**src/rtl/mem_requester_if.sv**
```systemverilog
`default_nettype none
// ============================================================================
// Module   : mem_requester_if
// Purpose  : Client request/response channels plus memory pins for mem_requester.
// Revision : 1.0 - initial release
// ============================================================================
interface mem_requester_if #(
    parameter int ADDR_LENGTH = 10,
    parameter int WIDTH       = 8
);
    logic                   req_valid;
    logic                   req_ready;
    logic                   req_we;
    logic [ADDR_LENGTH-1:0] req_addr;
    logic [WIDTH-1:0]       req_wdata;
    logic                   resp_valid;
    logic                   resp_ready;
    logic [WIDTH-1:0]       resp_rdata;
    logic [ADDR_LENGTH-1:0] mem_addr;
    logic                   mem_we;
    logic [WIDTH-1:0]       mem_wdata;
    logic [WIDTH-1:0]       mem_rdata;

    // Client and memory side
    modport master (
        output req_valid, req_we, req_addr, req_wdata, resp_ready, mem_rdata,
        input  req_ready, resp_valid, resp_rdata, mem_addr, mem_we, mem_wdata
    );

    // Controller side
    modport slave (
        input  req_valid, req_we, req_addr, req_wdata, resp_ready, mem_rdata,
        output req_ready, resp_valid, resp_rdata, mem_addr, mem_we, mem_wdata
    );
endinterface
`default_nettype wire

```
**src/rtl/mem_requester.sv**
```systemverilog
`default_nettype none
// ============================================================================
// Module   : mem_requester
// Purpose  : One-at-a-time initiator for a fixed-latency memory.
// Revision : 1.0 - initial release
// ============================================================================
module mem_requester #(
    parameter int   LENGTH      = 1024,
    parameter int   WIDTH       = 8,
    parameter int   DELAY       = 50,
    localparam int  ADDR_LENGTH = $clog2(LENGTH)
) (
    input  wire logic      clk,
    input  wire logic      reset,
    mem_requester_if.slave bus
);
    localparam int                     c_CNT_W    = $clog2(DELAY + 1);
    localparam logic [c_CNT_W-1:0]     c_CNT_LAST = c_CNT_W'(DELAY - 1);
    localparam logic [c_CNT_W-1:0]     c_CNT_ONE  = c_CNT_W'(1);
    localparam logic [ADDR_LENGTH-1:0] c_BIT0     = ADDR_LENGTH'(1);

    localparam logic [1:0] c_IDLE = 2'd0;
    localparam logic [1:0] c_BUMP = 2'd1;
    localparam logic [1:0] c_WAIT = 2'd2;
    localparam logic [1:0] c_RESP = 2'd3;

    logic [1:0]             r_state;
    logic [c_CNT_W-1:0]     r_cnt;
    logic                   r_lat_we;
    logic [ADDR_LENGTH-1:0] r_lat_addr;
    logic [WIDTH-1:0]       r_lat_wdata;
    logic [ADDR_LENGTH-1:0] r_mem_addr;
    logic                   r_mem_we;
    logic [WIDTH-1:0]       r_mem_wdata;
    logic                   r_resp_valid;
    logic [WIDTH-1:0]       r_resp_rdata;
    logic                   w_addr_same;

    // The memory restarts its latency only on an address change, so a repeat
    // address must first be bumped to a neighbour for one cycle.
    assign w_addr_same = (bus.req_addr == r_mem_addr);

    always_ff @(posedge clk or posedge reset) begin
        if (reset) begin
            r_state      <= c_IDLE;
            r_cnt        <= '0;
            r_lat_we     <= 1'b0;
            r_lat_addr   <= '0;
            r_lat_wdata  <= '0;
            r_mem_addr   <= '0;
            r_mem_we     <= 1'b0;
            r_mem_wdata  <= '0;
            r_resp_valid <= 1'b0;
            r_resp_rdata <= '0;
        end else begin
            case (r_state)
                c_IDLE: begin
                    if (bus.req_valid) begin
                        if (w_addr_same) begin
                            r_mem_addr  <= bus.req_addr ^ c_BIT0;
                            r_mem_we    <= 1'b0;
                            r_lat_we    <= bus.req_we;
                            r_lat_addr  <= bus.req_addr;
                            r_lat_wdata <= bus.req_wdata;
                            r_state     <= c_BUMP;
                        end else begin
                            r_mem_addr  <= bus.req_addr;
                            r_mem_we    <= bus.req_we;
                            r_mem_wdata <= bus.req_wdata;
                            r_cnt       <= '0;
                            r_state     <= c_WAIT;
                        end
                    end
                end
                c_BUMP: begin
                    r_mem_addr  <= r_lat_addr;
                    r_mem_we    <= r_lat_we;
                    r_mem_wdata <= r_lat_wdata;
                    r_cnt       <= '0;
                    r_state     <= c_WAIT;
                end
                c_WAIT: begin
                    // Capture coincides with the write commit, so writes return the old word
                    if (r_cnt == c_CNT_LAST) begin
                        r_resp_rdata <= bus.mem_rdata;
                        r_resp_valid <= 1'b1;
                        r_mem_we     <= 1'b0;
                        r_state      <= c_RESP;
                    end else begin
                        r_cnt <= r_cnt + c_CNT_ONE;
                    end
                end
                c_RESP: begin
                    if (bus.resp_ready) begin
                        r_resp_valid <= 1'b0;
                        r_state      <= c_IDLE;
                    end
                end
                default: r_state <= c_IDLE;
            endcase
        end
    end

    assign bus.req_ready  = (r_state == c_IDLE);
    assign bus.resp_valid = r_resp_valid;
    assign bus.resp_rdata = r_resp_rdata;
    assign bus.mem_addr   = r_mem_addr;
    assign bus.mem_we     = r_mem_we;
    assign bus.mem_wdata  = r_mem_wdata;
endmodule
`default_nettype wire
```
**src/flat_wrapper.sv**
```systemverilog
// flat-port wrapper written by rule: the top's interface ports become plain ports
module mem_requester_flat 
#(
    parameter int   LENGTH      = 1024,
    parameter int   WIDTH       = 8,
    parameter int   DELAY       = 50,
    localparam int  ADDR_LENGTH = $clog2(LENGTH)
)
  (clk, reset, bus_req_valid, bus_req_we, bus_req_addr, bus_req_wdata, bus_resp_ready, bus_mem_rdata, bus_req_ready, bus_resp_valid, bus_resp_rdata, bus_mem_addr, bus_mem_we, bus_mem_wdata);
  mem_requester_if #(.WIDTH(WIDTH)) bus_i ();
  input  wire logic clk;
  input  wire logic reset;
  input wire logic [$bits(bus_i.req_valid)-1:0] bus_req_valid;
  input wire logic [$bits(bus_i.req_we)-1:0] bus_req_we;
  input wire logic [$bits(bus_i.req_addr)-1:0] bus_req_addr;
  input wire logic [$bits(bus_i.req_wdata)-1:0] bus_req_wdata;
  input wire logic [$bits(bus_i.resp_ready)-1:0] bus_resp_ready;
  input wire logic [$bits(bus_i.mem_rdata)-1:0] bus_mem_rdata;
  output wire logic [$bits(bus_i.req_ready)-1:0] bus_req_ready;
  output wire logic [$bits(bus_i.resp_valid)-1:0] bus_resp_valid;
  output wire logic [$bits(bus_i.resp_rdata)-1:0] bus_resp_rdata;
  output wire logic [$bits(bus_i.mem_addr)-1:0] bus_mem_addr;
  output wire logic [$bits(bus_i.mem_we)-1:0] bus_mem_we;
  output wire logic [$bits(bus_i.mem_wdata)-1:0] bus_mem_wdata;
  assign bus_i.req_valid = bus_req_valid;
  assign bus_i.req_we = bus_req_we;
  assign bus_i.req_addr = bus_req_addr;
  assign bus_i.req_wdata = bus_req_wdata;
  assign bus_i.resp_ready = bus_resp_ready;
  assign bus_i.mem_rdata = bus_mem_rdata;
  assign bus_req_ready = bus_i.req_ready;
  assign bus_resp_valid = bus_i.resp_valid;
  assign bus_resp_rdata = bus_i.resp_rdata;
  assign bus_mem_addr = bus_i.mem_addr;
  assign bus_mem_we = bus_i.mem_we;
  assign bus_mem_wdata = bus_i.mem_wdata;
  mem_requester #(.LENGTH(LENGTH), .WIDTH(WIDTH), .DELAY(DELAY)) u_core (.clk(clk), .reset(reset), .bus(bus_i));
endmodule
```
**config.mk**
```make
export PLATFORM = sky130hd
export DESIGN_NAME = mem_requester_flat
export DESIGN_NICKNAME = d
export VERILOG_FILES = /design/src/rtl/mem_requester_if.sv /design/src/rtl/mem_requester.sv /design/src/flat_wrapper.sv
export SDC_FILE = /design/constraint.sdc
export NUM_CORES = 1
export LEC_CHECK = 0
export CAP_MARGIN = 20
export CORE_MARGIN = 8
export CORE_UTILIZATION = 54
export CTS_CLUSTER_DIAMETER = 120
export CTS_CLUSTER_SIZE = 12
export DETAILED_ROUTE_END_ITERATION = 8
export GPL_ROUTABILITY_DRIVEN = 0
export MAX_ROUTING_LAYER = met4
export PLACE_DENSITY = 0.82
export SKIP_LAST_GASP = 1
export SLEW_MARGIN = 5
export SYNTH_ARGS = -nofsm -noshare
export SYNTH_HDL_FRONTEND = slang
export SYNTH_SLANG_ARGS = --single-unit
```
**constraint.sdc**
```tcl
create_clock -name clk -period 5.9 [get_ports clk]
set_input_delay 1.77 -clock clk [delete_from_list [all_inputs] [get_ports clk]]
set_output_delay 1.77 -clock clk [all_outputs]
set_load 0.005 [all_outputs]
```
==> results.json <==
{
  "synth_nets": 266,
  "grt_max_degree": 56,
  "cts_resized": 0,
  "ctsHoldBuffers": 0,
  "gr-total-overflow": 0,
  "syn_to_final_growth_pct": 27.2,
  "cts_tree": "built",
  "cts_buffer_depth": 2,
  "diodes": 0,
  "period_share": 0.697,
  "finalNonFillerCells": 353,
  "firstDrtPassIters": 4,
  "critPathBufInv": 1,
  "power_density_nw_per_um2": 371,
  "synth_top_cell_area_share": 0.517,
  "clk_transition_reported_paths_ns": 0.10,
  "ys_ff_latch": 55,
  "wl_per_cell_um": 16.0,
  "place_area_um2": 3300,
  "grt.total_usage": 0.164,
  "end_kind": "flop",
  "ir_drop_mv": 0.178,
  "synth_top_area_cell": "dfrtp_1",
  "post-route-cell-area_um2": 3390,
  "mostFrequentLayoutCells": "clkdlybuf4s50_1 (59), dfrtp_1 (55), o21ai_0 (32)",
  "syn_inst": 228,
  "worst-path-max-fanout": 19,
  "synth-main-ff-cell": "dfrtp_1",
  "cts_made_buffers": 5,
  "core-area_um2": 4750,
  "synth.distinct_cells": 40,
  "path_class": "in -> reg",
  "cts_setup_buffers": 0,
  "cp_common_cell": "and3_1",
  "dp_cells": 345,
  "critPathLaunchType": "input pin",
  "hold_class": "reg -> reg",
  "vias": 1928,
  "cts.sinks": 55,
  "tightest_slew_ns": 0.859,
  "ff2ff_setup_slack_ns": 3.31,
  "vias_per_cell": 5.46,
  "maxCapViolCount": 0,
  "synth_edf_count": 0,
  "drt-initial-drc-count": 109,
  "tns_ns": 0,
  "fp.dieH_um": 86.2,
  "grt_pass1_vias": 2125,
  "yosys_warnings": 0,
  "drcViolationCount": 0,
  "syn_avg_cell_area_um2": 11.7,
  "pin_count": 60,
  "hpwl_um": 4030,
  "fin_nets": 323,
  "clock_skew_ns": 0.00774,
  "multi_input_area_um2": 1200,
  "cpPeakStageDelay_ns": 0.74,
  "initial_core_util": 0.560,
  "layout_commonest_cell": "clkdlybuf4s50_1",
  "die_area_um2": 7440,
  "ant_nets": 0,
  "nFillCells": 361,
  "synthesis.area_um2": 2660,
  "num_rows": 25,
  "critPathTopFamily": "simple AND/OR/NAND/NOR gates",
  "rsz0062_at_grt": "no",
  "hold_viol": 0,
  "insertion_delay_ns": 0.31,
  "async_flop_share": 1.00,
  "ys_seq_area_frac": 0.517,
  "crit_chain": "clkdlybuf4s50_1 > xor2_1 > nor4_1 > and3_1 > and3_1 > mux2_2",
  "regArea_um2": 1380,
  "cts_root_buffer": "clkbuf_8",
  "max_freq_mhz": 243,
  "place_ws_ns": 1.45,
  "io_buffers": 59,
  "antenna_found_initial": 0,
  "setup_viol": 0,
  "slowest_stage": "and3_1",
  "cts_max_level": 2,
  "layout-drive-gt1-share": 0.122,
  "status": "completed",
  "fp.dieW_um": 86.2,
  "drt_wl_total_um": 5660,
  "drv_slew": 0,
  "synth_top_cells_by_area": "dfrtp_1 (52%), mux2i_1 (8.3%), mux2_2 (7.2%)",
  "required_ns": 6.11,
  "max_slew_margin": 0.427,
  "arrival_ns": 4.32,
  "total_leakage_power_nw": 1.55,
  "finalCriticalPeriod_ns": 4.11,
  "fin_ws_ns": 1.79,
  "grt_pass1_wl_um": 9610
}
## cell families after synthesis
group,share of synthesized area
multiplexers,0.202
flip-flops,0.517
adder cells (fa/ha/maj),0.0329
AND/OR/NAND/NOR,0.0907
buffers and inverters,0.0357
XOR/XNOR,0.0329
AO/OA/AOI/OAI,0.0888
## worst paths after layout
path / from / end / cells after the start
hold / removal: u_core.r_lat_addr[0] / u_core.r_lat_addr[0] / 1
hold reg to reg: u_core.r_lat_addr[0] / u_core.r_lat_addr[0] / 1
setup reg to reg: u_core.bus.mem_addr[6] / u_core.r_lat_addr[5] / 5
max in group asynchronous: reset / u_core.bus.resp_rdata[4] / 3
min in group asynchronous: reset / u_core.r_lat_addr[7] / 3
setup / recovery: bus_req_addr[6] / u_core.r_lat_addr[5] / 6
## synthesized netlist by cell type, drive strengths merged (2+ instances only)
| library cell | count |
|---|---|
| o21ai | 32 |
| mux2i | 22 |
| and3 | 3 |
| clkbuf | 6 |
| nor3 | 2 |
| buf | 6 |
| nand2b | 3 |
| dfrtp | 55 |
| o31ai | 2 |
| inv | 7 |
| nand3b | 2 |
| mux2 | 28 |
| nor4 | 3 |
| nor2 | 4 |
| ha | 7 |
| or3 | 2 |
| nand2 | 14 |
| a21oi | 3 |
| xor2 | 10 |
| nand3 | 4 |
## power breakdown
| group | switching, mW | internal (mW) | total [mW] |
|---|---|---|---|
| Clock | 0.127 | 0.0851 | 0.212 |
| Sequential | 0.0678 | 0.460 | 0.527 |
| Combinational | 0.247 | 0.271 | 0.518 |
| Total | 0.441 | 0.816 | 1.26 |
## flip-flops by register name, summed over array words and instances, names as in the netlist
register,flops
u_core.r_lat_wdata,8
u_core.bus.mem_addr,10
u_core.r_cnt,6
u_core.bus.mem_wdata,8
u_core.bus.mem_we,1
u_core.r_lat_we,1
u_core.r_state,2
u_core.bus.resp_rdata,8
u_core.bus.resp_valid,1
u_core.r_lat_addr,10
## final cells by class
type                    instances  share of cell area
clock buffers                   5              0.0203
inverters                       7             0.00775
flip-flops and latches         55               0.406
clock inverters                 3             0.00702
well taps                      67              0.0247
multi-input cells             154               0.353
repair buffers                 62               0.181
## through the flow
stage          total power, mW   util  hold slack (ns)
2_1_floorplan            0.817      -            0.458
3_3_place_gp              1.04  0.693            0.468
3_5_place_dp              1.06  0.693            0.476
4_1_cts                   1.27  0.713            0.500
5_1_grt                   1.35  0.713            0.518
6_report                  1.26  0.713            0.500
## per-layer routing
layer,GRT usage,vias to the layer above,wire length [µm]
met5,-,-,0
met4,0.0454,0,57
met3,0.0406,5,275
met2,0.282,49,2740
met1,0.186,951,2580
li1,-,923,-
No activity file was read; power rests on OpenSTA's default activity.
